## src/rtl/nibble_shift_unloader_pkg.sv

```systemverilog
// Shared definitions for the nibble shift chain: default geometry, the 3 s tick
// count at 50 MHz and the unloader FSM state encoding.
package nibble_shift_unloader_pkg;

   localparam int unsigned W_DEF     = 4;
   localparam int unsigned DEPTH_DEF = 4;
   localparam int unsigned TICK_3S   = 150000000;
   localparam int unsigned REM_W     = 3;

   typedef enum logic {
      StIdle  = 1'b0,
      StShift = 1'b1
   } state_e;

endpackage

```

## src/rtl/nibble_shift_unloader_tick_prescaler.sv

```systemverilog
// Free-running divider: counts 0..TICK_COUNT-1 while enabled and flags the last
// count as a one-cycle tick. Shared with the serial-in side of the chain.
module nibble_shift_unloader_tick_prescaler #(
   parameter int unsigned TICK_COUNT = 4
) (
   input  logic clk,
   input  logic rst_n,
   input  logic en,
   input  logic clr,
   output logic tick
);

   localparam int unsigned CW = (TICK_COUNT > 1) ? $clog2(TICK_COUNT) : 1;
   localparam logic [CW-1:0] LAST = CW'(TICK_COUNT - 1);

   logic [CW-1:0] r_count;
   logic [CW-1:0] w_count_d;
   logic          w_at_last;

   assign w_at_last = (r_count == LAST);

   always_comb begin
      w_count_d = r_count;
      if (clr) begin
         w_count_d = '0;
      end else if (en) begin
         w_count_d = w_at_last ? '0 : r_count + CW'(1);
      end
   end

   always_ff @(posedge clk or negedge rst_n) begin
      if (!rst_n) begin
         r_count <= '0;
      end else begin
         r_count <= w_count_d;
      end
   end

   assign tick = en & ~clr & w_at_last;

endmodule

```

## src/rtl/nibble_shift_unloader.sv

```systemverilog
// Parallel-in, serial-out nibble unloader: a synchronised button press captures
// all stages, then one nibble (oldest first) is emitted per prescaler tick.
module nibble_shift_unloader
   import nibble_shift_unloader_pkg::*;
#(
   parameter int unsigned TICK_COUNT = TICK_3S,
   parameter int unsigned W          = W_DEF,
   parameter int unsigned DEPTH      = DEPTH_DEF
) (
   input  logic                 clk,
   input  logic                 rst_n,
   input  logic                 load_n,
   input  logic [DEPTH*W-1:0]   par_in,
   output logic [W-1:0]         dout,
   output logic                 dout_valid,
   output logic                 busy,
   output logic [DEPTH*W-1:0]   stages,
   output logic [REM_W-1:0]     remaining
);

   localparam logic [REM_W-1:0] DEPTH_CNT = REM_W'(DEPTH);

   // load_n is asynchronous; r_sync[1] is the first safe sample, r_prev delays it
   logic [1:0]           r_sync;
   logic                 r_prev;
   logic                 w_load_pulse;

   state_e               r_state;
   state_e               w_state_d;
   logic [DEPTH*W-1:0]   r_stages;
   logic [DEPTH*W-1:0]   w_stages_d;
   logic [W-1:0]         r_dout;
   logic [W-1:0]         w_dout_d;
   logic                 r_dout_valid;
   logic                 w_dout_valid_d;
   logic                 r_busy;
   logic                 w_busy_d;
   logic [REM_W-1:0]     r_remaining;
   logic [REM_W-1:0]     w_remaining_d;

   logic                 w_tick;
   logic                 w_pre_en;
   logic                 w_pre_clr;

   always_ff @(posedge clk or negedge rst_n) begin
      if (!rst_n) begin
         r_sync <= 2'b11;
         r_prev <= 1'b1;
      end else begin
         r_sync <= {r_sync[0], load_n};
         r_prev <= r_sync[1];
      end
   end

   assign w_load_pulse = r_prev & ~r_sync[1];

   assign w_pre_en  = (r_state == StShift);
   assign w_pre_clr = (r_state == StIdle);

   nibble_shift_unloader_tick_prescaler #(
      .TICK_COUNT (TICK_COUNT)
   ) u_prescaler (
      .clk   (clk),
      .rst_n (rst_n),
      .en    (w_pre_en),
      .clr   (w_pre_clr),
      .tick  (w_tick)
   );

   // Presses during SHIFT fall through: only IDLE looks at w_load_pulse, so a
   // press coinciding with the final tick is dropped.
   always_comb begin
      w_state_d      = r_state;
      w_stages_d     = r_stages;
      w_dout_d       = r_dout;
      w_dout_valid_d = 1'b0;
      w_busy_d       = r_busy;
      w_remaining_d  = r_remaining;
      unique case (r_state)
         StIdle: begin
            if (w_load_pulse) begin
               w_stages_d    = par_in;
               w_remaining_d = DEPTH_CNT;
               w_busy_d      = 1'b1;
               w_state_d     = StShift;
            end
         end
         StShift: begin
            if (w_tick) begin
               w_dout_d       = r_stages[DEPTH*W-1 -: W];
               w_dout_valid_d = 1'b1;
               w_stages_d     = r_stages << W;
               if (r_remaining <= REM_W'(1)) begin
                  w_remaining_d = '0;
                  w_busy_d      = 1'b0;
                  w_state_d     = StIdle;
               end else begin
                  w_remaining_d = r_remaining - REM_W'(1);
               end
            end
         end
         default: begin
            w_state_d = StIdle;
         end
      endcase
   end

   always_ff @(posedge clk or negedge rst_n) begin
      if (!rst_n) begin
         r_state      <= StIdle;
         r_stages     <= '0;
         r_dout       <= '0;
         r_dout_valid <= 1'b0;
         r_busy       <= 1'b0;
         r_remaining  <= '0;
      end else begin
         r_state      <= w_state_d;
         r_stages     <= w_stages_d;
         r_dout       <= w_dout_d;
         r_dout_valid <= w_dout_valid_d;
         r_busy       <= w_busy_d;
         r_remaining  <= w_remaining_d;
      end
   end

   assign dout       = r_dout;
   assign dout_valid = r_dout_valid;
   assign busy       = r_busy;
   assign stages     = r_stages;
   assign remaining  = r_remaining;

endmodule

```

## config.mk

```make
export PLATFORM = sky130hd
export DESIGN_NAME = nibble_shift_unloader
export DESIGN_NICKNAME = d
export VERILOG_FILES = /design/src/rtl/nibble_shift_unloader_pkg.sv /design/src/rtl/nibble_shift_unloader_tick_prescaler.sv /design/src/rtl/nibble_shift_unloader.sv
export SDC_FILE = /design/constraint.sdc
export NUM_CORES = 1
export LEC_CHECK = 0
export ABC_AREA = 1
export CAP_MARGIN = 20
export CELL_PAD_IN_SITES_DETAIL_PLACEMENT = 0
export CELL_PAD_IN_SITES_GLOBAL_PLACEMENT = 1
export CORE_MARGIN = 5
export CORE_UTILIZATION = 42
export DETAILED_ROUTE_END_ITERATION = 6
export GPL_TIMING_DRIVEN = 0
export PLACE_DENSITY = 0.83
export SYNTH_ARGS = -nofsm -noshare
export SYNTH_HDL_FRONTEND = slang
export SYNTH_SLANG_ARGS = --single-unit
export TNS_END_PERCENT = 20
```

## constraint.sdc

```tcl
create_clock -name clk -period 2.7 [get_ports clk]
set_clock_uncertainty 0.05 [all_clocks]
set_input_delay 0.27 -clock clk [delete_from_list [all_inputs] [get_ports clk]]
set_output_delay 0.27 -clock clk [all_outputs]
set_load 0.005 [all_outputs]
```

== After elaboration in Yosys (flattened, before gate mapping) ==
Index checks and enable logic that the tools add are counted.

* Bits in registers: 57

* Bitwise logic cells: 4
* Reductions and logical operators: 3
* Magnitude comparators: 1
* Equality and inequality tests: 4
* $add $sub $neg: 2
* Muxes and demuxes: 19

{| class="wikitable"
|+ Operators by type and width
! cell !! count
|-
| 28-bit two-way mux || 2
|-
| 16-bit two-way mux || 2
|-
| 16-bit case mux with 2 select lines || 1
|-
| 28-bit by 1-bit adder with 28-bit output, second input constant || 1
|-
| 28-bit == test, second input constant || 1
|-
| 3-bit two-way mux || 3
|-
| 1-bit two-way mux || 8
|-
| 3-bit case mux with 2 select lines || 1
|-
| 2-bit by 1-bit != test with 1-bit output, second input constant || 2
|-
| 1-bit case mux with 2 select lines || 2
|-
| 2-bit AND reduction || 2
|-
| 3-bit by 1-bit less-or-equal comparator with 1-bit output, second input constant || 1
|-
| 3-bit AND reduction || 1
|-
| 3-bit by 1-bit subtractor with 3-bit output, second input constant || 1
|-
| 1-bit AND || 2
|-
| 2-bit != test, second input constant || 1
|-
| 1-bit inverter || 2
|}

== Longest topological paths before layout ==
Gate-level depths: netlist of the first run.

* Depth in word-level cells: 4
* Depth in mapped cells: 10

== Cells and area by module ==
Synthesis of the first run repeated with hierarchy kept, for this count alone.

* Cell total of the unflattened synthesis: 448
* Area, all modules: 3420.8 um^2

{| class="wikitable"
|+ Modules (own cells, without submodules)
! module !! area each (um^2) !! instances !! cells an instance
|-
| nibble_shift_unloader_tick_prescaler || 2039.5 || 1 || 292
|-
| nibble_shift_unloader || 1381.3 || 1 || 156
|}

== Worst setup path before layout of the first run ==
Ideal clock, no wire load.

* Path kind: register to register
* Start: reg u_prescaler.r_count[0]
* End: reg r_state
* Arrival time: 1357 ps
* Setup slack: 1162 ps
* Stages on the path, launching flop included: 10
* Cell sequence: dfrtp_1 ha_1 nand2_2 nor2_4 nand2_1 nor2_2 nand2_2 nand2_2 buf_4 nand3_1

* Longest elaborated chain between the ends: 4

{| class="wikitable"
|+ RTL lines
! item !! RTL line !! RTL
|-
| start, declared || nibble_shift_unloader_tick_prescaler.sv:16 || <nowiki>logic [CW-1:0] r_count;</nowiki>
|-
| start signal, assigned || nibble_shift_unloader_tick_prescaler.sv:35 || <nowiki>r_count <= w_count_d;</nowiki>
|-
| 28-bit == test || nibble_shift_unloader_tick_prescaler.sv:20 || <nowiki>assign w_at_last = (r_count == LAST);</nowiki>
|-
| 1-bit AND || nibble_shift_unloader_tick_prescaler.sv:39 || <nowiki>assign tick = en & ~clr & w_at_last;</nowiki>
|-
| 1-bit two-way mux || nibble_shift_unloader.sv:89 || <nowiki>if (w_tick) begin</nowiki>
|-
| 1-bit case mux with 2 select lines || nibble_shift_unloader.sv:79 || <nowiki>unique case (r_state)</nowiki>
|-
| via w_state_d || nibble_shift_unloader.sv:29 || <nowiki>state_e w_state_d;</nowiki>
|-
| end signal, assigned || nibble_shift_unloader.sv:110 || <nowiki>r_state <= StIdle;</nowiki>
|-
| end signal, assigned || nibble_shift_unloader.sv:117 || <nowiki>r_state <= w_state_d;</nowiki>
|-
| end, declared || nibble_shift_unloader.sv:28 || <nowiki>state_e r_state;</nowiki>
|}

The timed path passes the listed nets, and every way through them passes these cells.
A chain may end at the register's enable or synchronous reset.

== Worst setup path in the final report of the first run ==
Ends and elaborated chain as after synthesis.

==> qor.yml, run 1 <==
flow_run:
  drv_cap: 0
sta:
  fmax_ghz: 0.539
  rsz0062_at_grt: "no"
  slew_violations: 0
  period_needed_ps: 1860
  setup_ws_ps: 844
  hold_viol: 0
  setup_viol: 0
  finalCritPeriodShare_pct: 68.8
  slew-limit-headroom_pct: 59.1
  tightest_slew_ps: 613
  fin_tns_setup_ps: 0
pwr:
  p_int_mw: 1.90
  power.net_switching_mw: 0.745
  combPwrFrac_pct: 22.3
  clockPowerShare_pct: 34.8
  p_leak_nw: 1.68
  switching_share_pct: 28.1
  ir_drop_uv: 360
  power_frac_seq_pct: 42.9
  power_density_nw_per_um2: 698
route:
  drcViolationCount: 0
  wl_per_cell_um: 13.1
  drt_iter0_markers: 122
  ant_nets: 0
  via_count: 2652
  viasPerCell: 4.78
  drtPass1Iterations: 4
  finalWirelength_um: 7290
setup_path:
  critPathMaxFanout: 10
  cp_cell_sequence: "ha_1 > nand2_2 > nor2_4 > nand2_1 > nor2_2 > nand2_2 > nand2_2 > buf_4 > nand3_1"
  required_ps: 2850
  crit_arrival_ps: 2010
  slowest_delay_ps: 390
  reg2reg_from: "u_prescaler.r_count[0]"
  cp_top_family: "simple AND/OR/NAND/NOR gates"
  slowest_stage: "dfrtp_1"
  crit_path_end_kind: "flop"
  crit_path_start_kind: "flop"
  worst-path-stages: 9
  critical_path_buf_inv_count: 1
  critPathLaunch: "u_prescaler.r_count[0]"
  worstSetupPathType: "flop to flop"
  cp_common_cell: "nand2_2"
  reg2reg_depth: 9
min_path:
  hold_start: "load_n"
  whs_path_depth: 1
  min_path_type: "input port to flop"
global_route:
  grtUsageTotal_pct: 18.3
  antenna_found_initial: 0
  grt_overflow: 0
  grt_pass1_wl_um: 12700
  grt_pass1_vias: 2666
  grt_max_degree: 33
synthesis:
  synth_warnings: 0
  syn_inst: 398
  syn-cell-area_um2: 2990
  synth_seq_cells: 57
  ys_types: 28
  syn_area_per_cell_um2: 7.51
  seq_area_frac_synth_pct: 47.9
  syn-num-nets: 420
clock_network:
  clock_latency_ps: 330
  cts_buffer_depth: 2
  cts_tree: "done"
  htreeDepth: 3
  cts_buffers: 9
  cts_setup_buffers: 0
  path_clk_slew_ps: 60
  cts_root_buffer: "clkbuf_8"
  numClockSinks: 57
floorplan:
  die_area_um2: 8900
  ios: 44
  die_h_um: 94.3
  rows: 30
  coreArea_um2: 6870
  die_w_um: 94.3
  initial_core_util_pct: 43.5
final_layout:
  layout.nets: 476
  drive_above_1_share_pct: 8.93
  finish.utilization_pct: 55.2
  n_antenna_cell: 0
  area_delta_synth_final_pct: 26.9
placed_design:
  port_buffers: 43
  dp_hpwl_um: 5430
  place.gp.congestion: 0.862
  preCtsSetupSlack_ps: 822
status:
  outcome: "finished, final reports clean"
## layout by cell type (no fill, tap or decap), drive strengths merged, types with 3 or more instances in the layout
cell           instances
xnor2                  4
nor3                  14
nand4                  4
nand2                112
dfstp                  3
ha                     3
a21oi                  3
buf                   10
clkbuf                12
nor2                  71
clkdlybuf4s50         42
nand3                 26
inv                   54
xor2                   4
dfrtp                 54
o21ai                 32
## sequential cells by signal, indices dropped and copies added (netlist names)
signal / flops
dout: 4
u_prescaler.r_count: 28
r_prev: 1
busy: 1
r_state: 1
r_sync: 2
dout_valid: 1
stages: 16
remaining: 3
## Yosys cell counts
| cell type | number | area, um2 |
|---|---|---|
| nor3b_1 | 1 | 7.51 |
| nor2_1 | 66 | 248 |
| inv_1 | 54 | 203 |
| o21ai_1 | 1 | 5.00 |
| nor2_2 | 1 | 6.26 |
| buf_6 | 3 | 33.8 |
| nand3_1 | 26 | 130 |
| nor3_1 | 12 | 60.1 |
| nand2_4 | 1 | 11.3 |
| buf_2 | 4 | 20.0 |
| a21oi_1 | 3 | 15.0 |
| dfrtp_1 | 54 | 1350 |
| dfstp_2 | 3 | 78.8 |
| nand2_1 | 108 | 405 |
| nand2_2 | 3 | 18.8 |
| o21ai_0 | 30 | 150 |
| and3_1 | 1 | 6.26 |
| clkbuf_1 | 1 | 3.75 |
| o21ai_2 | 1 | 8.76 |
| nand4_1 | 4 | 25.0 |
| nand3b_1 | 1 | 7.51 |
| a31oi_1 | 2 | 12.5 |
| xor2_1 | 4 | 35.0 |
| nor2_4 | 4 | 45.0 |
| xnor2_1 | 4 | 35.0 |
| nor3_2 | 2 | 20.0 |
| ha_1 | 3 | 37.5 |
| buf_4 | 1 | 7.51 |
## power groups by stage
stage	Sequential [mW]	Combinational, mW	Clock [mW]
after floorplan	1.14	0.283	0
after global placement	1.15	0.584	0
after detailed placement	1.15	0.597	0
after CTS	1.14	0.602	0.941
after global routing	1.17	0.676	0.981
final	1.14	0.589	0.922
## stage by stage
| stage | instances | cell area, um2 | hold slack, ps | power, mW |
|---|---|---|---|---|
| after floorplan | 398 | 2990 | -75.6 | 1.42 |
| after global placement | 537 | 3540 | 298 | 1.73 |
| after detailed placement | 538 | 3550 | 266 | 1.75 |
| after CTS | 555 | 3790 | 289 | 2.68 |
| after global routing | 555 | 3790 | 281 | 2.82 |
| final | 555 | 3790 | 307 | 2.65 |
## worst paths after layout
check / slack, ps / endpoint
worst max-delay path: 840 / r_state
worst min-delay path: 310 / r_sync[0]
worst max register to register: 840 / r_state
worst min register to register: 310 / r_sync[1]
max in group asynchronous: 1570 / stages[7]
min in group asynchronous: 430 / u_prescaler.r_count[24]
## final cells by class
class,count,area [um2]
Sequential cell,57,1430
Multi-Input combinational cell,278,1290
Tap cell,96,120
Fill cell,665,3080
Clock buffer,11,151
Timing Repair Buffer,45,455
Clock inverter,5,77.6
Inverter,54,203
Buffer,9,65.1
## cells by family after synthesis
| kind of cell | after synthesis | synth area share (%) |
|---|---|---|
| buffers and inverters | 63 | 8.96 |
| AO/OA/AOI/OAI | 37 | 6.41 |
| XOR/XNOR | 8 | 2.34 |
| adder cells (fa/ha/maj) | 3 | 1.26 |
| AND/OR/NAND/NOR | 230 | 33.2 |
| flip-flops | 57 | 47.9 |
## what timing repair did
item,CTS,global route
hold buffers,1,0
gates resized for setup,0,0
hold endpoints to repair,22,0
## routing by layer
layer / track usage [%] / part of all wire, % / vias to the layer above
li1: - / - / 1355
met1: 25.9 / 49 / 1249
met2: 27.8 / 46 / 44
met3: 5.18 / 4.3 / 4
met4: 4.69 / 0.62 / 0
met5: 0 / 0 / -
Note: power is estimated with default switching activity, not from simulation.
==> inputs of run 2 (changes only) <==
--- a/config.mk
+++ b/config.mk
@@ -10,10 +10,10 @@
 export CELL_PAD_IN_SITES_DETAIL_PLACEMENT = 0
 export CELL_PAD_IN_SITES_GLOBAL_PLACEMENT = 1
 export CORE_MARGIN = 5
-export CORE_UTILIZATION = 42
+export CORE_UTILIZATION = 36
 export DETAILED_ROUTE_END_ITERATION = 6
 export GPL_TIMING_DRIVEN = 0
-export PLACE_DENSITY = 0.83
+export PLACE_DENSITY = 0.75
 export SYNTH_ARGS = -nofsm -noshare
 export SYNTH_HDL_FRONTEND = slang
 export SYNTH_SLANG_ARGS = --single-unit
==> constraint.sdc (replaced) <==
create_clock -name clk -period 1.6 [get_ports clk]
set_clock_uncertainty 0.05 [all_clocks]
set_input_delay 0.16 -clock clk [delete_from_list [all_inputs] [get_ports clk]]
set_output_delay 0.16 -clock clk [all_outputs]
set_load 0.005 [all_outputs]
==> qor.yml, run 2 (synthesized netlist as in run 1, its figures left out) <==
setup_path:
  slowest_stage: "dfrtp_1"
  critPathMaxFanout: 8
  reg2reg_depth: 10
  slowest_delay_ps: 400
  worst-path-stages: 10
  required_ps: 1810
  cp_cell_sequence: "ha_4 > nand2_4 > nor2_4 > nand2_2 > nor2_4 > nand3_4 > nand2_8 > buf_6 > nand2_2 > o21ai_2"
  worstSetupPathType: "flop to flop"
  crit_path_start_kind: "flop"
  cp_top_family: "simple AND/OR/NAND/NOR gates"
  crit_path_end_kind: "flop"
  crit_arrival_ps: 1840
  critical_path_buf_inv_count: 1
floorplan:
  die_h_um: 101
  die_w_um: 101
  ios: 44
  coreArea_um2: 8130
  die_area_um2: 10200
  rows: 33
  initial_core_util_pct: 36.7
final_layout:
  largest_register_ffs: 28
  layout_commonest_cell: "nand2_1"
  layout_common_cells: "nand2_1 (98), nor2_1 (59), dfrtp_1 (54)"
  area_delta_synth_final_pct: 38.8
  ff_latch_area_um2: 1430
  multiInputGateArea_um2: 1470
  n_fill_cell: 803
  layout.nets: 494
  drive_above_1_share_pct: 19.1
  finish.utilization_pct: 51.0
  n_antenna_cell: 0
  fin_cells: 582
  largest-register: "u_prescaler.r_count"
status:
  outcome: "finished with violations"
  violations: "negative setup slack"
global_route:
  use_met2_pct: 24.9
  grt_max_degree: 30
  grt_pass1_wl_um: 13200
  grt.busiest_layer: "met2"
  grt_overflow: 0
  grt_use_met1_pct: 22.1
  antenna_found_initial: 0
  grtUsageTotal_pct: 16.3
  grt_pass1_vias: 2804
  grt_use_met3_pct: 5.19
sta:
  setup_ws_ps: -33.1
  rsz0062_at_grt: "yes"
  hold_viol: 0
  fmax_ghz: 0.612
  fin_tns_setup_ps: -471
  slew_violations: 0
  slew-limit-headroom_pct: 53.5
  finalCritPeriodShare_pct: 102
  tightest_slew_ps: 697
  period_needed_ps: 1630
  setup_viol: 20
pwr:
  power_density_nw_per_um2: 1140
  p_int_mw: 3.37
  clockPowerShare_pct: 30.5
  switching_share_pct: 28.9
  p_leak_nw: 1.83
  power.net_switching_mw: 1.37
  combPwrFrac_pct: 28.5
  ir_drop_uv: 574
  power_frac_seq_pct: 41.0
placed_design:
  dp_hpwl_um: 5680
  port_buffers: 43
  post-place-cells: 547
  preCtsSetupSlack_ps: -297
  place.gp.congestion: 0.803
route:
  wl_per_cell_um: 13.7
  drtPass1Iterations: 4
  drcViolationCount: 0
  drt_iter0_markers: 92
  via_count: 2742
  finalWirelength_um: 7970
  ant_nets: 0
  viasPerCell: 4.71
flow_run:
  drv_cap: 0
min_path:
  min_path_type: "input port to flop"
  whs_path_depth: 1
clock_network:
  cts_tree: "done"
  clock_latency_ps: 330
  numClockSinks: 57
  cts_root_buffer: "clkbuf_8"
  htreeDepth: 3
  cts_buffer_depth: 2
  cts_buffers: 9
  path_clk_slew_ps: 60
run 2: cell types whose count changed in the layout (fill, tap and decap cells not counted), sizes merged:
cell      change
buf          +16
bufinv        -1
clkbuf        +5
clkinv        -1
clkinvlp      -1
run 2: final cells by class:
cell class / instances / share of cell area (%)
Buffer: 9 / 2.08
Clock buffer: 14 / 4.41
Clock inverter: 2 / 0.845
Inverter: 54 / 4.89
Multi-Input combinational cell: 278 / 35.3
Sequential cell: 57 / 34.5
Tap cell: 105 / 3.17
Timing Repair Buffer: 63 / 14.8
run 2: worst paths after layout:
kind                            slack, ps                    from                      end
worst max-delay path                  -30  u_prescaler.r_count[0]               stages[12]
worst min-delay path                  180                  load_n                r_sync[0]
worst max register to register        -30  u_prescaler.r_count[0]               stages[12]
worst min register to register        310               r_sync[0]                r_sync[1]
max in group asynchronous             470                   rst_n                   r_prev
min in group asynchronous             350                   rst_n  u_prescaler.r_count[25]
run 2: power by group through the flow:
stage                     Sequential, mW  Clock, mW  Combinational, mW
after detailed placement            1.95          0               1.02
after floorplan                     1.92          0              0.478
after global routing                1.98       1.57               1.50
final                               1.95       1.45               1.35
after global placement              1.95          0              0.995
after CTS                           1.93       1.50               1.16
run 2: through the flow:
step,hold slack (ps),power [mW],instance area [um2]
after global routing,160,5.06,4150
after CTS,160,4.58,3970
after detailed placement,208,2.96,3560
after global placement,297,2.94,3550
after floorplan,-186,2.40,2990
final,183,4.75,4150
run 2: timing repair:
action	in CTS	in global routing
setup endpoints to repair	53	51
hold endpoints to repair	26	0
hold buffers	1	0
setup buffers	9	7
gates resized for setup	41	36
cloned	2	0
pin swaps	6	12
run 2: metal layers:
layer  routed length [um]  vias up
li1                     -     1393
met3                  352        8
met2                 3760       45
met1                 3780     1296
met5                    0        -
met4                   84        0
==> inputs of run 3 (changes only) <==
--- a/config.mk
+++ b/config.mk
@@ -10,10 +10,10 @@
 export CELL_PAD_IN_SITES_DETAIL_PLACEMENT = 0
 export CELL_PAD_IN_SITES_GLOBAL_PLACEMENT = 1
 export CORE_MARGIN = 5
-export CORE_UTILIZATION = 36
+export CORE_UTILIZATION = 42
 export DETAILED_ROUTE_END_ITERATION = 6
 export GPL_TIMING_DRIVEN = 0
-export PLACE_DENSITY = 0.75
+export PLACE_DENSITY = 0.83
 export SYNTH_ARGS = -nofsm -noshare
 export SYNTH_HDL_FRONTEND = slang
 export SYNTH_SLANG_ARGS = --single-unit
==> constraint.sdc (replaced) <==
create_clock -name clk -period 2.11 [get_ports clk]
set_clock_uncertainty 0.05 [all_clocks]
set_input_delay 0.211 -clock clk [delete_from_list [all_inputs] [get_ports clk]]
set_output_delay 0.211 -clock clk [all_outputs]
set_load 0.005 [all_outputs]
==> results of run 3 <==
The final DEF is identical to that of run 1. Status: finished, final reports clean.
Main changes from that run: setup slack after placement 822 ps -> 232 ps; setup slack after layout 844 ps -> 254 ps; hold slack 307 ps -> 248 ps; register-to-register setup slack 840 ps -> 250 ps; total power 2.65 mW -> 3.39 mW; worst IR drop on VDD 360 uV -> 461 uV
